### src/rtl/pc_fetch_sequencer.sv
// Program-counter owner and instruction fetch sequencer: issues word fetches to imem
// over req/ack and hands each fetched instruction, tagged with its PC, to decode.
module pc_fetch_sequencer #(
    parameter logic [31:0] RESET_PC = 32'd0,
    parameter logic [31:0] INCR     = 32'd1,
    parameter int unsigned ADDR_W   = 12
) (
    input  logic              clk,
    input  logic              rst,
    output logic              imem_req,
    output logic [ADDR_W-1:0] imem_addr,
    input  logic              imem_ack,
    input  logic [31:0]       imem_rdata,
    output logic              instr_valid,
    input  logic              instr_ready,
    output logic [31:0]       instr_out,
    output logic [31:0]       instr_pc,
    input  logic              redirect_valid,
    input  logic [31:0]       redirect_target,
    output logic [31:0]       pc_current
);

    localparam int unsigned XLEN = 32;

    typedef enum logic [1:0] {
        IDLE  = 2'd0,
        REQ   = 2'd1,
        HOLD  = 2'd2,
        DRAIN = 2'd3
    } state_t;

    state_t            state, state_nxt;
    logic [XLEN-1:0]   pc, pc_nxt;
    logic              req_nxt;
    logic [ADDR_W-1:0] addr_nxt;
    logic              valid_nxt;
    logic [XLEN-1:0]   out_nxt;
    logic [XLEN-1:0]   ipc_nxt;
    logic              transfer;

    assign transfer   = instr_valid && instr_ready;
    assign pc_current = pc;

    // Next-state and next-output computation; redirect overrides everything else.
    always_comb begin
        state_nxt = state;
        pc_nxt    = pc;
        req_nxt   = imem_req;
        addr_nxt  = imem_addr;
        valid_nxt = instr_valid;
        out_nxt   = instr_out;
        ipc_nxt   = instr_pc;

        if (redirect_valid) begin
            pc_nxt    = redirect_target;
            valid_nxt = 1'b0;
            case (state)
                DRAIN: begin
                    state_nxt = DRAIN;
                    req_nxt   = 1'b1;
                end
                REQ: begin
                    req_nxt = 1'b1;
                    if (imem_ack) begin
                        state_nxt = REQ;
                        addr_nxt  = redirect_target[ADDR_W-1:0];
                    end else begin
                        // outstanding fetch must complete at its original address
                        state_nxt = DRAIN;
                    end
                end
                default: begin
                    state_nxt = REQ;
                    req_nxt   = 1'b1;
                    addr_nxt  = redirect_target[ADDR_W-1:0];
                end
            endcase
        end else begin
            case (state)
                IDLE: begin
                    state_nxt = REQ;
                    req_nxt   = 1'b1;
                    addr_nxt  = pc[ADDR_W-1:0];
                end
                REQ: begin
                    if (imem_ack) begin
                        state_nxt = HOLD;
                        req_nxt   = 1'b0;
                        valid_nxt = 1'b1;
                        out_nxt   = imem_rdata;
                        ipc_nxt   = pc;
                        pc_nxt    = XLEN'(pc + INCR);
                    end
                end
                HOLD: begin
                    if (transfer) begin
                        state_nxt = REQ;
                        valid_nxt = 1'b0;
                        req_nxt   = 1'b1;
                        addr_nxt  = pc[ADDR_W-1:0];
                    end
                end
                DRAIN: begin
                    if (imem_ack) begin
                        state_nxt = REQ;
                        req_nxt   = 1'b1;
                        addr_nxt  = pc[ADDR_W-1:0];
                    end
                end
                default: begin
                    state_nxt = IDLE;
                    req_nxt   = 1'b0;
                end
            endcase
        end
    end

    // State and registered outputs.
    always_ff @(posedge clk or negedge rst) begin
        if (!rst) begin
            state       <= IDLE;
            pc          <= RESET_PC;
            imem_req    <= 1'b0;
            imem_addr   <= RESET_PC[ADDR_W-1:0];
            instr_valid <= 1'b0;
            instr_out   <= '0;
            instr_pc    <= '0;
        end else begin
            state       <= state_nxt;
            pc          <= pc_nxt;
            imem_req    <= req_nxt;
            imem_addr   <= addr_nxt;
            instr_valid <= valid_nxt;
            instr_out   <= out_nxt;
            instr_pc    <= ipc_nxt;
        end
    end

endmodule
### config.mk
export PLATFORM = sky130hd
export DESIGN_NAME = pc_fetch_sequencer
export DESIGN_NICKNAME = d
export VERILOG_FILES = /design/src/rtl/pc_fetch_sequencer.sv
export SDC_FILE = /design/constraint.sdc
export NUM_CORES = 1
export LEC_CHECK = 0
export ABC_AREA = 1
export BUFFER_PORTS_ARGS = -buffer_cell sky130_fd_sc_hd__buf_2
export CAP_MARGIN = 20
export CORE_MARGIN = 8
export CORE_UTILIZATION = 50
export DETAILED_ROUTE_END_ITERATION = 6
export PLACE_DENSITY = 0.85
export SLEW_MARGIN = 20
export SYNTH_ARGS = -nofsm -noshare
export SYNTH_HDL_FRONTEND = slang
export SYNTH_SLANG_ARGS = --single-unit
### constraint.sdc
create_clock -name clk -period 1.86 [get_ports clk]
set_input_delay 0 -clock clk [delete_from_list [all_inputs] [get_ports clk]]
set_output_delay 0 -clock clk [all_outputs]
set_load 0.02 [all_outputs]
==> results.yml, run 1 <==
clocking:
  postCtsSetupBuffers: 0
  cts_num_sinks: 111
  cts_max_level: 3
  clkTransAtPathRegs_ns: 0.11
  clk_latency_ns: 0.37
  root_buffer: "clkbuf_8"
  ctsLongestPathBuffers: 2
  cts_buffers: 9
  cts_tree: "built"
drt:
  first_iter_violations: 524
  drt.antenna.violating_nets: 0
  vias_per_cell: 5.06
  post_drt_wl_per_cell_um: 15.5
  drc: 0
  route.vias.total: 5529
  drt_pass1_iterations: 5
  routed_wirelength_mm: 16.9
final_layout:
  instances_no_fill: 1092
  synthToLayoutAreaGrowth_pct: 32.5
  layout_commonest_cell: "nand2_1"
  postLayoutCoreUtil_pct: 67.7
  multi_input_comb_area_um2: 2350
  drive_gt1_share_pct: 24.4
  fillerInstances: 888
  nets: 1015
  regArea_um2: 2780
  mostFrequentLayoutCells: "292 x nand2_1, 177 x buf_2, 111 x dfrtp_1, 64 x dlygate4sd3_1, 61 x nor2_1"
  fin_area_um2: 7340
logic_synthesis:
  avgSynthCellArea_um2: 7.77
  syn-num-nets: 783
  synth_edf_count: 0
  synth.distinct_cells: 35
  yosys.area.top_type_share_pct: 50.1
  ys_ff_latch: 111
  synth_top_family_by_area: "simple AND/OR/NAND/NOR gates"
  synth-xor-area-share_pct: 0.158
  ys_seq_area_share_pct: 50.1
  synth-adder-area-share_pct: 0.226
  synthFlopType: "dfrtp_1"
  yosysWarnings: 0
  netlist_area_um2: 5540
  synth_top_area_cell: "dfrtp_1"
  synth_simple_gate_area_share_pct: 31.3
  synth_compound_area_share_pct: 10.8
  synthArstFlopShare_pct: 100
  synth_mux_area_share_pct: 0
  netlist_top_cells_area: "dfrtp_1 50%, nand2_1 20%, nor2_1 4.1%"
  postSynthCellCount: 713
timing:
  relSlewSlack_pct: 61.3
  setup_viol: 0
  slew_viol_final: 0
  fin_skew_ns: 0.0122
  period_needed_ns: 1.66
  tightest_slew_ns: 0.581
  fin_tns_setup_ns: 0
  fin_crit_sh_pct: 89.1
  finalHoldViolCount: 0
  layout_setup_ws_ns: 0.203
  rsz0062_at_grt: "no"
  max_freq_ghz: 0.604
pwr:
  p_leak_nw: 3.82
  peakVddDrop_mv: 0.636
  powerDensity_nw_per_um2: 1210
placed_design:
  dpl_cell_area_um2: 6510
  dp.cells: 1010
  port-buffer-count: 178
  dp_hpwl_mm: 11.9
  place_ws_ns: 0.238
  place.gp.congestion: 0.937
setup_path:
  slowest_stage: "dfrtp_1"
  path_cells: "ha_1, nand2_1, nor2_4, nand2_2, nor2_2, nand2_1, nand2_1, nand3_1, nand2_1, nand2_1"
  crit_path_frequent_cell: "nand2_1"
  startpoint_type: "register"
  crit_type: "reg -> reg"
  end_kind: "register"
  path_max_fanout: 7
  critPathRequiredTime_ns: 2.12
  arrival_ns: 1.92
  r2r_cells: 10
  timing.rr.end: "pc_current[28]$_DFFE_PN0P_"
  worstReg2RegStart: "pc_current[1]$_DFFE_PN0P_"
  critPathTopFamily: "simple AND/OR/NAND/NOR gates"
  slowest_delay_ns: 0.42
  r2r_slack_ns: 0.20
  critical_path_buf_inv_count: 0
  cp.depth: 10
global_routing:
  grt_max_degree: 112
  globalRoute.totalOverflow: 0
  grt_pass1_wl_mm: 27.8
  grtUsageTotal_pct: 23.7
  antenna_found_initial: 0
  grt_pass1_vias: 5507
die:
  core-area_um2: 10800
  core.rowCount: 38
  dieArea_um2: 14700
  die_x_um: 121
  io_pins: 179
  die_h_um: 121
  start_util_pct: 51.1
hold_path:
  whs_path_depth: 5
  holdCritStartpoint: "redirect_target[11]"
  hold_class: "in -> reg"
  min_delay_worst_endpoint: "pc_current[11]$_DFFE_PN0P_"
status:
  status: "complete, no violations"
job:
  drv_cap: 0
## cell families after synthesis
family,Yosys count
AND/OR/NAND/NOR,418
flip-flops,111
XOR/XNOR,1
AO/OA/AOI/OAI,99
adder cells (fa/ha/maj),1
buffers and inverters,83
## power by group
part	switching, mW	total (mW)	internal (mW)
logic	2.41	3.65	1.24
clock network	0.860	1.41	0.549
registers	0.572	3.80	3.23
## per-stage QoR
stage | power [mW] | hold WS (ns)
after detailed placement | 7.38 | 0.127
after global placement | 7.29 | 0.124
final | 8.85 | 0.00385
after CTS | 8.89 | 0.00327
after floorplan | 5.98 | -0.296
after global routing | 9.45 | 0.0182
## synthesized netlist by cell type, types with 2 or more instances
cell type and n:
nor3_1 3, inv_1 49, a22oi_1 4, a21oi_2 3
nand2_1 292, a21oi_1 16, nor2_1 61, buf_6 6
nor2_4 6, nand3_1 33, nand2_2 5, buf_2 8
inv_2 4, clkbuf_1 10, buf_4 3, o21ai_2 3
o21a_1 12, o21ai_0 42, a31oi_1 4, dfrtp_1 111
a41oi_1 4, nor2_2 5, nand4_1 8, nand3b_1 3
o21ai_1 7, o211ai_1 2
## flip-flops by register name (all words and copies together) (netlist names)
| signal | cells |
|---|---|
| imem_addr | 12 |
| instr_out | 32 |
| pc_current | 32 |
| instr_pc | 32 |
| state | 2 |
| instr_valid | 1 |
## worst reg2reg max path: stages, from the launching register on
cell     delay, ns
dfrtp_1       0.42
ha_1          0.21
nand2_1       0.10
nor2_4        0.19
nand2_2       0.14
nor2_2        0.17
nand2_1       0.08
nand2_1       0.06
nand3_1       0.07
nand2_1       0.08
nand2_1       0.05
## per-layer routing
layer  vias to the layer above  global-route usage (%)  routed length (um)
li1                       2735                       -                   -
met2                       232                    39.3                8310
met5                         -                       0                   0
met3                        30                    5.82                1330
met1                      2532                    29.2                6850
met4                         0                    8.94                 440
## final cells by class
cell class | count | share of cell area [%]
repair buffers | 250 | 22.2
multi-input cells | 519 | 32.1
clock buffers | 10 | 1.87
diodes | 2 | 0.0682
well taps | 140 | 2.39
inverters | 54 | 2.83
flip-flops and latches | 111 | 37.8
clock inverters | 6 | 0.716
## worst max-delay path by stage
stage                                            end  slack, ns                 startpoint
after floorplan           pc_current[28]$_DFFE_PN0P_       0.26  pc_current[1]$_DFFE_PN0P_
after CTS                 pc_current[28]$_DFFE_PN0P_       0.21  pc_current[1]$_DFFE_PN0P_
after global placement    pc_current[20]$_DFFE_PN0P_       0.31  pc_current[1]$_DFFE_PN0P_
final                     pc_current[28]$_DFFE_PN0P_       0.20  pc_current[1]$_DFFE_PN0P_
after detailed placement  pc_current[28]$_DFFE_PN0P_       0.24  pc_current[1]$_DFFE_PN0P_
after global routing      pc_current[28]$_DFFE_PN0P_       0.02  pc_current[1]$_DFFE_PN0P_
## what timing repair did
| item | 4_1_cts | 5_1_grt |
|---|---|---|
| resized for setup | 0 | 0 |
| hold buffers | 64 | 0 |
| endpoints found under the hold margin | 176 | 0 |
Power figures use the tool's default switching activity.
==> run 2: changes to the inputs <==
Settings changed: GPL_TIMING_DRIVEN set to 0, PLACE_DENSITY 0.85 to 0.79.
Clock period 1.86 ns to 1.72 ns, I/O delays scaled along.
==> results.yml, run 2 (same netlist as run 1, synthesis figures left out) <==
hold_path:
  whs_path_depth: 5
  min_delay_worst_endpoint: "state[0]$_DFFE_PN0P_"
  holdCritStartpoint: "instr_ready"
  hold_class: "in -> reg"
final_layout:
  instances_no_fill: 1118
  layout_commonest_cell: "nand2_1"
  nets: 1042
  fillerInstances: 877
  mostFrequentLayoutCells: "291 x nand2_1, 184 x buf_2, 109 x dfrtp_1, 66 x dlygate4sd3_1, 61 x nor2_1"
  multi_input_comb_area_um2: 2380
  synthToLayoutAreaGrowth_pct: 36.8
  drive_gt1_share_pct: 25.5
  regArea_um2: 2780
drt:
  drc: 0
  routed_wirelength_mm: 18.6
  post_drt_wl_per_cell_um: 16.6
  drt.antenna.violating_nets: 0
  vias_per_cell: 5.26
  drt_pass1_iterations: 5
  first_iter_violations: 625
  route.vias.total: 5879
timing:
  fin_skew_ns: 0.0115
  slew_viol_final: 0
  setup_viol: 0
  finalHoldViolCount: 0
  relSlewSlack_pct: 66.5
  period_needed_ns: 1.68
  rsz0062_at_grt: "yes"
  timing.hold.ws_ns: 0.0372
  fin_crit_sh_pct: 97.8
  tightest_slew_ns: 0.503
  max_freq_ghz: 0.594
setup_path:
  r2r_cells: 8
  critPathRequiredTime_ns: 2.00
  worstReg2RegStart: "pc_current[0]$_DFFE_PN0P_"
  path_max_fanout: 7
  r2r_slack_ns: 0.04
  end_kind: "register"
  startpoint_type: "register"
  path_cells: "ha_2, nand2_2, nor2_4, nand3b_1, nand3_1, nand3_1, o21ai_1, inv_1"
  arrival_ns: 1.96
  slowest_stage: "dfrtp_1"
  slowest_delay_ns: 0.41
  timing.rr.end: "pc_current[10]$_DFFE_PN0P_"
  crit_path_frequent_cell: "nand3_1"
  crit_type: "reg -> reg"
global_routing:
  top_usage_layer: "met2"
  grtUsageMet1_pct: 30.2
  grt_max_degree: 70
  grtUsageMet3_pct: 6.93
  grtUsageTotal_pct: 25.2
  globalRoute.totalOverflow: 0
  antenna_found_initial: 0
  met2_usage_pct: 41.3
  grt_pass1_wl_mm: 29.3
  grt_pass1_vias: 5787
placed_design:
  dp.cells: 1031
  port-buffer-count: 177
  place.gp.congestion: 0.936
  dp_hpwl_mm: 12.9
die:
  dieArea_um2: 14700
  start_util_pct: 51.1
  core-area_um2: 10800
  die_x_um: 121
  core.rowCount: 38
  io_pins: 179
  die_h_um: 121
pwr:
  power_frac_comb_pct: 40.8
  p_switching_mw: 4.22
  seqPwrFrac_pct: 41.2
  power_frac_clock_pct: 18.0
  peakVddDrop_mv: 0.957
  p_sw_share_pct: 42.3
  powerDensity_nw_per_um2: 1320
  internal_power_mw: 5.76
  p_leak_nw: 3.93
clocking:
  cts_num_sinks: 111
  cts_max_level: 3
  cts_buffers: 9
  cts_tree: "built"
  root_buffer: "clkbuf_8"
  clkTransAtPathRegs_ns: 0.10
  ctsLongestPathBuffers: 2
  clk_latency_ns: 0.38
job:
  drv_cap: 0
status:
  status: "complete, no violations"
run 2: how the worst max path moves through the flow:
stage                                       endpoint                 startpoint  slack (ns)
final                     pc_current[10]$_DFFE_PN0P_  pc_current[0]$_DFFE_PN0P_        0.04
after global routing      pc_current[28]$_DFFE_PN0P_  pc_current[0]$_DFFE_PN0P_       -0.07
after CTS                 pc_current[30]$_DFFE_PN0P_  pc_current[0]$_DFFE_PN0P_        0.02
after detailed placement  pc_current[30]$_DFFE_PN0P_  pc_current[1]$_DFFE_PN0P_      -0.002
after global placement      instr_out[6]$_DFFE_PN0P_                        rst       -0.68
after floorplan           pc_current[28]$_DFFE_PN0P_  pc_current[1]$_DFFE_PN0P_        0.12
run 2: power groups by stage:
stage	clock (mW)	combinational, mW	sequential [mW]
floorplan	0	1.28	5.19
global placement	0	3.83	4.10
detailed placement	0	3.92	4.12
CTS	1.78	4.05	4.08
global route	1.90	4.43	4.23
finish	1.80	4.07	4.11
run 2: final cells by class:
| type | instances | share of cell area [%] |
|---|---|---|
| Antenna cell | 1 | 0.0330 |
| Buffer | 29 | 2.66 |
| Clock buffer | 12 | 1.91 |
| Clock inverter | 4 | 1.01 |
| Inverter | 54 | 2.74 |
| Multi-Input combinational cell | 519 | 31.4 |
| Sequential cell | 111 | 36.7 |
| Tap cell | 140 | 2.31 |
| Timing Repair Buffer | 248 | 21.2 |
run 2: repair_timing:
item	in CTS	in global routing
endpoints found under the hold margin	178	0
hold buffers	66	0
gates resized for setup	0	9
pin swaps	0	3
setup buffers	1	3
setup endpoints to repair	1	13
run 2: metrics by stage:
stage	cell area, um2	TNS (ns)	power (mW)	setup WS (ns)	util, %
after floorplan	5540	0	6.47	0.123	-
after global placement	6600	-74.62	7.93	-0.684	60.9
after detailed placement	6640	-0.00213	8.04	-0.00213	61.2
after CTS	7530	0	9.92	0.0243	69.4
after global routing	7580	-0.353	10.6	-0.0749	69.9
final	7580	0	9.98	0.0373	69.9
run 2: critical path: cells and delay by family (launching register included):
kind | cells | cell delay [ns]
flip-flops | 1 | 0.41
AND/OR/NAND/NOR | 5 | 0.76
adder cells (fa/ha/maj) | 1 | 0.22
AO/OA/AOI/OAI | 1 | 0.13
buffers and inverters | 1 | 0.05
run 2: layer usage:
layer | routed length, um | vias to the layer above
li1 | - | 2794
met1 | 7210 | 2749
met2 | 8910 | 290
met3 | 1760 | 46
met4 | 670 | 0
met5 | 0 | -
==> run 3: changes to the inputs <==
Settings changed: CORE_UTILIZATION 50 to 51, PLACE_DENSITY 0.79 to 0.8.
==> results.yml, run 3 (same netlist as run 1, synthesis figures left out) <==
status:
  status: "complete, no violations"
die:
  dieArea_um2: 14500
  die_h_um: 120
  io_pins: 179
  core.rowCount: 38
  start_util_pct: 51.6
  die_x_um: 120
  core-area_um2: 10700
placed_design:
  port-buffer-count: 177
  dp_hpwl_mm: 12.8
  dp.cells: 1031
  place.gp.congestion: 0.922
final_layout:
  multi_input_comb_area_um2: 2380
  layout_commonest_cell: "nand2_1"
  fillerInstances: 883
  instances_no_fill: 1116
  regArea_um2: 2780
  mostFrequentLayoutCells: "291 x nand2_1, 184 x buf_2, 110 x dfrtp_1, 64 x dlygate4sd3_1, 60 x nor2_1"
  synthToLayoutAreaGrowth_pct: 36.0
  nets: 1040
  postLayoutCoreUtil_pct: 70.1
  drive_gt1_share_pct: 25.8
setup_path:
  path_max_fanout: 6
  critPathRequiredTime_ns: 1.98
  r2r_slack_ns: 0.06
  crit_type: "reg -> reg"
  end_kind: "register"
  arrival_ns: 1.92
  startpoint_type: "register"
timing:
  fin_crit_sh_pct: 96.6
  finalHoldViolCount: 0
  tightest_slew_ns: 0.503
  max_freq_ghz: 0.602
  slew_viol_final: 0
  relSlewSlack_pct: 66.5
  timing.hold.ws_ns: 0.00646
  fin_tns_setup_ns: 0
  period_needed_ns: 1.66
  setup_viol: 0
  fin_skew_ns: 0.0119
  rsz0062_at_grt: "yes"
clocking:
  ctsLongestPathBuffers: 2
  root_buffer: "clkbuf_8"
  clkTransAtPathRegs_ns: 0.10
  cts_tree: "built"
  cts_max_level: 3
  clk_latency_ns: 0.37
  cts_num_sinks: 111
  cts_buffers: 9
global_routing:
  grt_max_degree: 78
  grtUsageTotal_pct: 25.3
  met2_usage_pct: 41.9
  top_usage_layer: "met2"
  grt_pass1_wl_mm: 29.6
  grt_pass1_vias: 5806
  grtUsageMet1_pct: 31.5
  antenna_found_initial: 0
  grtUsageMet3_pct: 5.31
  globalRoute.totalOverflow: 0
hold_path:
  hold_class: "in -> reg"
drt:
  vias_per_cell: 5.21
  route.vias.total: 5816
  drc: 0
  drt.antenna.violating_nets: 0
  routed_wirelength_mm: 18.2
  post_drt_wl_per_cell_um: 16.4
  first_iter_violations: 510
  drt_pass1_iterations: 5
job:
  drv_cap: 0
pwr:
  powerDensity_nw_per_um2: 1300
  peakVddDrop_mv: 0.811
  finalPower_mw: 9.80
  p_leak_nw: 3.92
[run 3: cell types whose count changed in the layout (fill, tap and decap cells not counted), sizes merged]
cell and change:
clkbuf -3, clkinv +2, dlygate4sd3 -2, inv +2
bufinv -1
[run 3: area by class of cell]
cell class	instances	area share, %
Sequential cell	111	36.9
Inverter	54	2.76
Tap cell	140	2.32
Clock inverter	7	1.05
Clock buffer	9	1.64
Multi-Input combinational cell	519	31.6
Timing Repair Buffer	246	21.1
Antenna cell	1	0.0332
Buffer	29	2.67
[run 3: final timing paths]
| kind | startpoint | endpoint | cells after the start |
|---|---|---|---|
| min | redirect_target[10] | pc_current[10]$_DFFE_PN0P_ | 5 |
| max reg2reg | pc_current[0]$_DFFE_PN0P_ | pc_current[10]$_DFFE_PN0P_ | 8 |
| min in group asynchronous | rst | instr_pc[3]$_DFFE_PN0P_ | 2 |
| max | pc_current[0]$_DFFE_PN0P_ | pc_current[10]$_DFFE_PN0P_ | 8 |
| max in group asynchronous | rst | imem_addr[8]$_DFFE_PN0P_ | 3 |
| min reg2reg | instr_out[12]$_DFFE_PN0P_ | instr_out[12]$_DFFE_PN0P_ | 2 |
[run 3: report_power, final]
part / switching (mW) / internal [mW] / total [mW]
Combinational: 2.68 / 1.40 / 4.08
Clock: 0.937 / 0.696 / 1.63
Sequential: 0.603 / 3.49 / 4.09
Total: 4.22 / 5.58 / 9.80
[run 3: metrics by stage]
step           worst slack (ns)  instance area (um2)
4_1_cts                  0.0425                 7490
2_1_floorplan             0.123                 5540
5_1_grt                 -0.0362                 7530
6_report                 0.0591                 7540
3_5_place_dp             0.0302                 6640
3_3_place_gp             -0.651                 6600
[run 3: layer usage]
metal	share of wire, %	routed length (um)	vias up
met4	3.4	618	0
li1	-	-	2780
met5	0	0	-
met2	48	8840	275
met3	8.8	1600	48
met1	39	7190	2713
[run 3: what timing repair did]
| action | in CTS | in global routing |
|---|---|---|
| pin swaps | 0 | 5 |
| cloned | 0 | 0 |
| hold buffers | 64 | 0 |
| endpoints found under the hold margin | 176 | 0 |
| resized for setup | 0 | 9 |
| buffers inserted | 1 | 3 |
| setup endpoints to repair | 1 | 12 |
[run 3: worst max-delay path, stage by stage (launching register included)]
cell	delay, ns
dfrtp_1	0.40
ha_2	0.22
nand2_2	0.07
nor2_4	0.19
nand3b_1	0.25
nand3_1	0.17
nand3_1	0.09
o21ai_2	0.13
inv_1	0.05
